### src/rtl/controller_tc1_status_poller_pkg.sv
// Shared types and constants for the TC1 status poller: FSM states,
// PIO register addresses and snapshot geometry.
package controller_tc1_status_poller_pkg;

    typedef enum logic [2:0] {
        IDLE,
        WAIT,
        RD_EDGE,
        CLR_EDGE,
        RD_LVL,
        CAP_LVL,
        PUSH
    } state_t;

    localparam logic [1:0] PIO_ADDR_DATA = 2'd0;
    localparam logic [1:0] PIO_ADDR_EDGE = 2'd3;

    localparam int PIO_W   = 25;
    localparam int SNAP_W  = 2 * PIO_W;
    localparam int TIMER_W = 21;

    function automatic logic [SNAP_W-1:0] pack_snapshot(input logic [PIO_W-1:0] edges,
                                                        input logic [PIO_W-1:0] level);
        return {edges, level};
    endfunction

endpackage

### src/rtl/controller_tc1_status_poller_if.sv
// PIO slave bus plus the snapshot output stream of the status poller.
interface controller_tc1_status_poller_if;
    import controller_tc1_status_poller_pkg::*;

    logic [1:0]        m_address;
    logic              m_chipselect;
    logic              m_write_n;
    logic [31:0]       m_writedata;
    logic [31:0]       m_readdata;
    logic              out_valid;
    logic              out_ready;
    logic [SNAP_W-1:0] out_data;

    modport master (
        output m_address, m_chipselect, m_write_n, m_writedata,
        input  m_readdata,
        output out_valid, out_data,
        input  out_ready
    );

    modport slave (
        input  m_address, m_chipselect, m_write_n, m_writedata,
        output m_readdata,
        input  out_valid, out_data,
        output out_ready
    );

endinterface

### src/rtl/controller_tc1_status_fifo.sv
// Snapshot FIFO: registered occupancy, no write-to-read bypass, and a drop
// pulse when a push meets a full FIFO without a simultaneous pop.
module controller_tc1_status_fifo #(
    parameter int WIDTH = 50,
    parameter int DEPTH = 4
) (
    input  logic             clk,
    input  logic             reset_n,
    input  logic             push,
    input  logic [WIDTH-1:0] push_data,
    input  logic             out_ready,
    output logic             out_valid,
    output logic [WIDTH-1:0] out_data,
    output logic             drop
);

    localparam int PTR_W = $clog2(DEPTH);
    localparam logic [PTR_W:0] FULL_COUNT = (PTR_W + 1)'(DEPTH);

    logic [WIDTH-1:0] mem [DEPTH];
    logic [PTR_W-1:0] rd_ptr;
    logic [PTR_W-1:0] wr_ptr;
    logic [PTR_W:0]   count;
    logic             full;
    logic             pop;
    logic             accept;

    // A pop frees the slot the same cycle, so a full FIFO can still accept.
    assign full      = (count == FULL_COUNT);
    assign out_valid = (count != '0);
    assign pop       = out_valid && out_ready;
    assign accept    = push && (!full || pop);
    assign drop      = push && full && !pop;
    assign out_data  = out_valid ? mem[rd_ptr] : '0;

    always_ff @(posedge clk or negedge reset_n) begin
        if (!reset_n) begin
            rd_ptr <= '0;
            wr_ptr <= '0;
            count  <= '0;
        end else begin
            if (accept) wr_ptr <= wr_ptr + 1'b1;
            if (pop)    rd_ptr <= rd_ptr + 1'b1;
            case ({accept, pop})
                2'b10:   count <= count + 1'b1;
                2'b01:   count <= count - 1'b1;
                default: count <= count;
            endcase
        end
    end

    always_ff @(posedge clk) begin
        if (accept) mem[wr_ptr] <= push_data;
    end

endmodule

### src/rtl/controller_tc1_status_poller.sv
// Periodically reads and clears the PIO edge-capture register, reads the
// level register, and queues {edges, level} snapshots for a consumer.
module controller_tc1_status_poller
    import controller_tc1_status_poller_pkg::*;
#(
    parameter int POLL_PERIOD = 1000,
    parameter int FIFO_DEPTH  = 4,
    parameter int PUSH_ALL    = 0
) (
    input  logic                           clk,
    input  logic                           reset_n,
    input  logic                           enable,
    controller_tc1_status_poller_if.master bus,
    output logic                           irq,
    output logic                           overflow,
    input  logic                           clear_overflow
);

    localparam logic [TIMER_W-1:0] RELOAD = TIMER_W'(POLL_PERIOD - 1);

    state_t             state;
    state_t             state_next;
    logic [TIMER_W-1:0] timer;
    logic [TIMER_W-1:0] timer_next;
    logic [PIO_W-1:0]   edges;
    logic [PIO_W-1:0]   level;
    logic               push;
    logic               fifo_drop;
    logic               unused_readdata_hi;

    assign unused_readdata_hi = ^bus.m_readdata[31:PIO_W];
    assign bus.m_writedata    = '0;

    always_ff @(posedge clk or negedge reset_n) begin
        if (!reset_n) begin
            state <= IDLE;
            timer <= '0;
            edges <= '0;
            level <= '0;
        end else begin
            state <= state_next;
            timer <= timer_next;
            if (state == CLR_EDGE) edges <= bus.m_readdata[PIO_W-1:0];
            if (state == CAP_LVL)  level <= bus.m_readdata[PIO_W-1:0];
        end
    end

    // The timer measures the whole period from one poll start to the next,
    // so it keeps counting through the poll states and is only reloaded when
    // a poll starts or polling is (re)enabled from IDLE.
    always_comb begin
        state_next          = state;
        timer_next          = timer;
        bus.m_address       = PIO_ADDR_DATA;
        bus.m_chipselect    = 1'b0;
        bus.m_write_n       = 1'b1;
        push                = 1'b0;
        if (state != IDLE && timer != '0) timer_next = timer - 1'b1;
        case (state)
            IDLE: begin
                if (enable) begin
                    timer_next = RELOAD;
                    state_next = WAIT;
                end
            end
            WAIT: begin
                if (!enable) begin
                    state_next = IDLE;
                end else if (timer == '0) begin
                    timer_next = RELOAD;
                    state_next = RD_EDGE;
                end
            end
            RD_EDGE: begin
                bus.m_address    = PIO_ADDR_EDGE;
                bus.m_chipselect = 1'b1;
                state_next       = CLR_EDGE;
            end
            CLR_EDGE: begin
                if (bus.m_readdata[PIO_W-1:0] != '0) begin
                    bus.m_address    = PIO_ADDR_EDGE;
                    bus.m_chipselect = 1'b1;
                    bus.m_write_n    = 1'b0;
                end
                state_next = RD_LVL;
            end
            RD_LVL: begin
                bus.m_address    = PIO_ADDR_DATA;
                bus.m_chipselect = 1'b1;
                state_next       = CAP_LVL;
            end
            CAP_LVL: begin
                state_next = PUSH;
            end
            PUSH: begin
                push       = (edges != '0) || (PUSH_ALL != 0);
                state_next = enable ? WAIT : IDLE;
            end
            default: begin
                state_next = IDLE;
            end
        endcase
    end

    controller_tc1_status_fifo #(
        .WIDTH (SNAP_W),
        .DEPTH (FIFO_DEPTH)
    ) u_fifo (
        .clk       (clk),
        .reset_n   (reset_n),
        .push      (push),
        .push_data (pack_snapshot(edges, level)),
        .out_ready (bus.out_ready),
        .out_valid (bus.out_valid),
        .out_data  (bus.out_data),
        .drop      (fifo_drop)
    );

    // A drop in the same cycle as a clear request wins, so no loss goes unseen.
    always_ff @(posedge clk or negedge reset_n) begin
        if (!reset_n) begin
            overflow <= 1'b0;
        end else if (fifo_drop) begin
            overflow <= 1'b1;
        end else if (clear_overflow) begin
            overflow <= 1'b0;
        end
    end

    assign irq = bus.out_valid || overflow;

endmodule

### src/flat_wrapper.sv
// flat-port wrapper written by rule: the top's interface ports become plain ports
module controller_tc1_status_poller_flat import controller_tc1_status_poller_pkg::*;
#(
    parameter int POLL_PERIOD = 1000,
    parameter int FIFO_DEPTH  = 4,
    parameter int PUSH_ALL    = 0
)
  (clk, reset_n, enable, irq, overflow, clear_overflow, bus_m_address, bus_m_chipselect, bus_m_write_n, bus_m_writedata, bus_m_readdata, bus_out_valid, bus_out_data, bus_out_ready);
  controller_tc1_status_poller_if bus_i ();
  input  logic clk;
  input  logic reset_n;
  input  logic enable;
  output logic irq;
  output logic overflow;
  input  logic clear_overflow;
  output wire logic [$bits(bus_i.m_address)-1:0] bus_m_address;
  output wire logic [$bits(bus_i.m_chipselect)-1:0] bus_m_chipselect;
  output wire logic [$bits(bus_i.m_write_n)-1:0] bus_m_write_n;
  output wire logic [$bits(bus_i.m_writedata)-1:0] bus_m_writedata;
  input wire logic [$bits(bus_i.m_readdata)-1:0] bus_m_readdata;
  output wire logic [$bits(bus_i.out_valid)-1:0] bus_out_valid;
  output wire logic [$bits(bus_i.out_data)-1:0] bus_out_data;
  input wire logic [$bits(bus_i.out_ready)-1:0] bus_out_ready;
  assign bus_m_address = bus_i.m_address;
  assign bus_m_chipselect = bus_i.m_chipselect;
  assign bus_m_write_n = bus_i.m_write_n;
  assign bus_m_writedata = bus_i.m_writedata;
  assign bus_i.m_readdata = bus_m_readdata;
  assign bus_out_valid = bus_i.out_valid;
  assign bus_out_data = bus_i.out_data;
  assign bus_i.out_ready = bus_out_ready;
  controller_tc1_status_poller #(.POLL_PERIOD(POLL_PERIOD), .FIFO_DEPTH(FIFO_DEPTH), .PUSH_ALL(PUSH_ALL)) u_core (.clk(clk), .reset_n(reset_n), .enable(enable), .bus(bus_i), .irq(irq), .overflow(overflow), .clear_overflow(clear_overflow));
endmodule
### config.mk
export PLATFORM = sky130hd
export DESIGN_NAME = controller_tc1_status_poller_flat
export DESIGN_NICKNAME = d
export VERILOG_FILES = /design/src/rtl/controller_tc1_status_poller_pkg.sv /design/src/rtl/controller_tc1_status_poller_if.sv /design/src/rtl/controller_tc1_status_fifo.sv /design/src/rtl/controller_tc1_status_poller.sv /design/src/flat_wrapper.sv
export SDC_FILE = /design/constraint.sdc
export NUM_CORES = 1
export LEC_CHECK = 0
export ABC_AREA = 1
export BUFFER_PORTS_ARGS = -buffer_cell sky130_fd_sc_hd__buf_4
export CAP_MARGIN = 20
export CORE_MARGIN = 8
export CORE_UTILIZATION = 45
export CTS_BUF_LIST = sky130_fd_sc_hd__clkbuf_8 sky130_fd_sc_hd__clkbuf_16
export CTS_CLUSTER_DIAMETER = 80
export DETAILED_ROUTE_END_ITERATION = 12
export PLACE_DENSITY = 0.71
export SYNTH_ARGS = -nofsm -noshare
export SYNTH_HDL_FRONTEND = slang
export SYNTH_SLANG_ARGS = --single-unit
### constraint.sdc
create_clock -name clk -period 10.2 [get_ports clk]
set_input_delay 2.04 -clock clk [delete_from_list [all_inputs] [get_ports clk]]
set_output_delay 2.04 -clock clk [all_outputs]
set_load 0.02 [all_outputs]
==> results.toml <==
[detailed_routing]
highest_layer = "met4"
num_vias = 8278
ant_nets = 0
drtIter0Drc = 665
met2RoutedLength_um = 14000
met3_wirelength_um = 1740
routed_wl_um = 27800
drt-pass1-iter-count = 7
routedLengthMet1_um = 11300
drc = 0
via_per_inst = 5.17
drt-wirelength-per-cell_um = 17.4

[cts]
post_cts_buffers = 0
clkSinkCount = 282
ctsResizeCount = 0
cts_tree = "yes"
clkTransAtPathRegs_ns = 0.06
clockBufferDepth = 3
cts_max_level = 1
postCtsHoldBufs = 0
clockRootBuffer = "clkbuf_16"
numCtsBuffers = 29
clk_latency_ns = 0.56

[worst_setup_path]
crit_top_cell = "buf_4"
crit_type = "input pin to output pin"
worst_path_max_delay_cell = "nor4_1"
critPathLaunchType = "input pin"
required_ns = 8.16
slowest_delay_ns = 0.65
worstSetupEndpointType = "output pin"
cp_num_buf_inv = 2
critPathTopFamily = "simple AND/OR/NAND/NOR gates"
cp_max_fo = 3
arrival_ns = 3.83
crit_chain = "buf_4 -> nor4_1 -> nand4_1 -> o21ai_0 -> nand2_1 -> buf_4"

[synth]
synth-async-reset-ratio = 0.291
synth-seq-cells = 282
yosysTopAreaCell = "edfxtp_1"
syn_area_sq_um = 12000
synth_common_cells = "nor2_1, edfxtp_1, nand2_1"
synth_edf_count = 200
syn_inst = 1158
ys_seq_area_frac = 0.670
ys.warnings.count = 0
synth_top_area_frac = 0.499
yosysMostFrequentCell = "nor2_1"
synth_cell_type_count = 36
ys.flop_type = "edfxtp_1"
syn_area_per_cell_sq_um = 10.4
synth_area_leaders = "edfxtp_1, dfrtp_1, nor2_1, o21ai_0, nand2_1"

[die]
die_h_um = 180
die_w_um = 180
rows = 60
ios = 126
dieArea_sq_um = 32200
initial_core_util = 0.453
coreArea_sq_um = 26600

[sta]
final-setup-viol-count = 0
worst_slew_pin_slew_ns = 0.811
period_share = 0.575
hold_viol_final = 0
maxSlewViolCount = 0
totalNegativeSetupSlack_ns = 0
finClkSkew_ns = 0.0144
timing.fmax_mhz = 170
period_needed_ns = 5.87
relSlewSlack = 0.459
setup_ws_ns = 4.33
rsz0062_at_grt = "false"

[outcome]
outcome = "completed"

[job]
drv_cap = 0

[power]
leakagePower_nw = 5.55
combPwrFrac = 0.366
pwr-share-clk = 0.247
power_density_nw_per_um2 = 318
ir_drop_mv = 0.230
switching_share = 0.382
p_switching_mw = 1.69
power_frac_seq = 0.387
internal_power_mw = 2.73
p_total_mw = 4.42

[layout]
area_growth_pct = 15.8
layout-drive-gt1-share = 0.137
fin_cells = 1600
fin_util = 0.524
fin_nets = 1280
antennaDiodeCount = 0

[grt]
antenna_found_initial = 0
grt_usage = 0.167
grt_pass1_wl_um = 43000
grt_overflow = 0
grt_pass1_vias = 8038
grt_max_degree = 103

[placement]
pre_cts_slack_ns = 4.35
io_buffers = 86
dp_cells = 1545
hpwlAfterDp_um = 16700
gp_congestion = 0.855

[hold_path]
hp-class = "flip-flop to flip-flop"
[logic make-up (layout without fill, tap and decap cells)]
family	after synthesis	count (layout)	synth area share
buffers and inverters	161	231	0.0633
AO/OA/AOI/OAI	220	220	0.0926
adder cells (fa/ha/maj)	6	6	0.00686
other	1	32	0.000312
flip-flops	282	282	0.670
AND/OR/NAND/NOR	482	482	0.163
XOR/XNOR	6	6	0.00437
[per-layer routing]
metal  GRT usage  vias to the layer above
met5           0                        -
met4      0.0490                        0
met3      0.0331                       46
met2       0.299                      271
met1       0.200                     4001
li1            -                     3960
[final timing paths]
path	slack [ns]	end	depth (start not counted)	from
min reg2reg	0.51	u_core.u_fifo.mem[2][16]$_DFFE_PP_	0	u_core.level[16]$_DFFE_PN0N_
max reg2reg	7.72	u_core.u_fifo.mem[1][4]$_DFFE_PP_	9	u_core.edges[6]$_DFFE_PN0P_
max	4.33	bus_m_address[1]	6	bus_m_readdata[19]
min in group asynchronous	1.47	u_core.timer[14]$_DFF_PN0_	1	reset_n
min	0.51	u_core.u_fifo.mem[2][16]$_DFFE_PP_	0	u_core.level[16]$_DFFE_PN0N_
max in group asynchronous	7.72	u_core.u_fifo.rd_ptr[1]$_DFFE_PN0P_	2	reset_n
[worst register-to-register path, stage by stage, from the launching register on]
cell and delay, ns:
dfrtp_1 0.46, nor2_1 0.08, nand2_1 0.09, nor2_1 0.07, nand2_1 0.11, o21ai_1 0.11
nor2_2 0.19, inv_1 0.20, nor2_4 0.11, buf_4 0.63
[cell type report]
class                           count  area, sq um
Fill cell                        2328        12600
Sequential cell                   282         8060
Multi-Input combinational cell    746         3360
Timing Repair Buffer              100          791
Clock buffer                       32          767
Tap cell                          341          427
Inverter                           78          294
Clock inverter                     21          234
[power by group through the flow]
stage / registers, mW / logic (mW) / clock network, mW
5_1_grt: 1.74 / 1.79 / 1.15
2_1_floorplan: 1.66 / 1.07 / 0
6_report: 1.71 / 1.62 / 1.09
3_3_place_gp: 1.72 / 1.59 / 0
3_5_place_dp: 1.73 / 1.62 / 0
4_1_cts: 1.71 / 1.63 / 1.10
[per-stage QoR]
step / hold WS (ns) / instance area [sq um]
2_1_floorplan: 0.462 / 12100
3_3_place_gp: 0.494 / 12900
3_5_place_dp: 0.497 / 12900
4_1_cts: 0.508 / 13900
5_1_grt: 0.532 / 13900
6_report: 0.509 / 13900
[state kept, by name (all words and copies together), names as in the netlist]
| signal | flops |
|---|---|
| u_core.u_fifo.mem | 200 |
| u_core.edges | 25 |
| u_core.level | 25 |
| u_core.timer | 21 |
| u_core.state | 3 |
| u_core.u_fifo.count | 3 |
| u_core.u_fifo.rd_ptr | 2 |
| u_core.u_fifo.wr_ptr | 2 |
| u_core.overflow | 1 |
[cells in the final DEF (no fill, tap or decap), types with 3 or more instances in the layout]
master     netlist  layout
nor2_1         274     270
edfxtp_1       200     200
nand2_1        143     143
o21ai_0        139     139
buf_4           33      98
dfrtp_1         82      80
inv_1           73      79
a21oi_1         53      53
nand3_1         32      32
conb_1           1      32
clkbuf_16        0      29
o21ai_1         23      23
nor2_4           3       7
nor2_2           6       6
xor2_1           6       6
clkinv_1         1       6
nand4_1          5       5
ha_1             5       5
bufinv_16        0       5
nand2_2          4       4
nor3_1           4       4
clkinv_2         0       4
inv_2            4       3
clkbuf_8         0       3
Power figures use the tool's default switching activity.
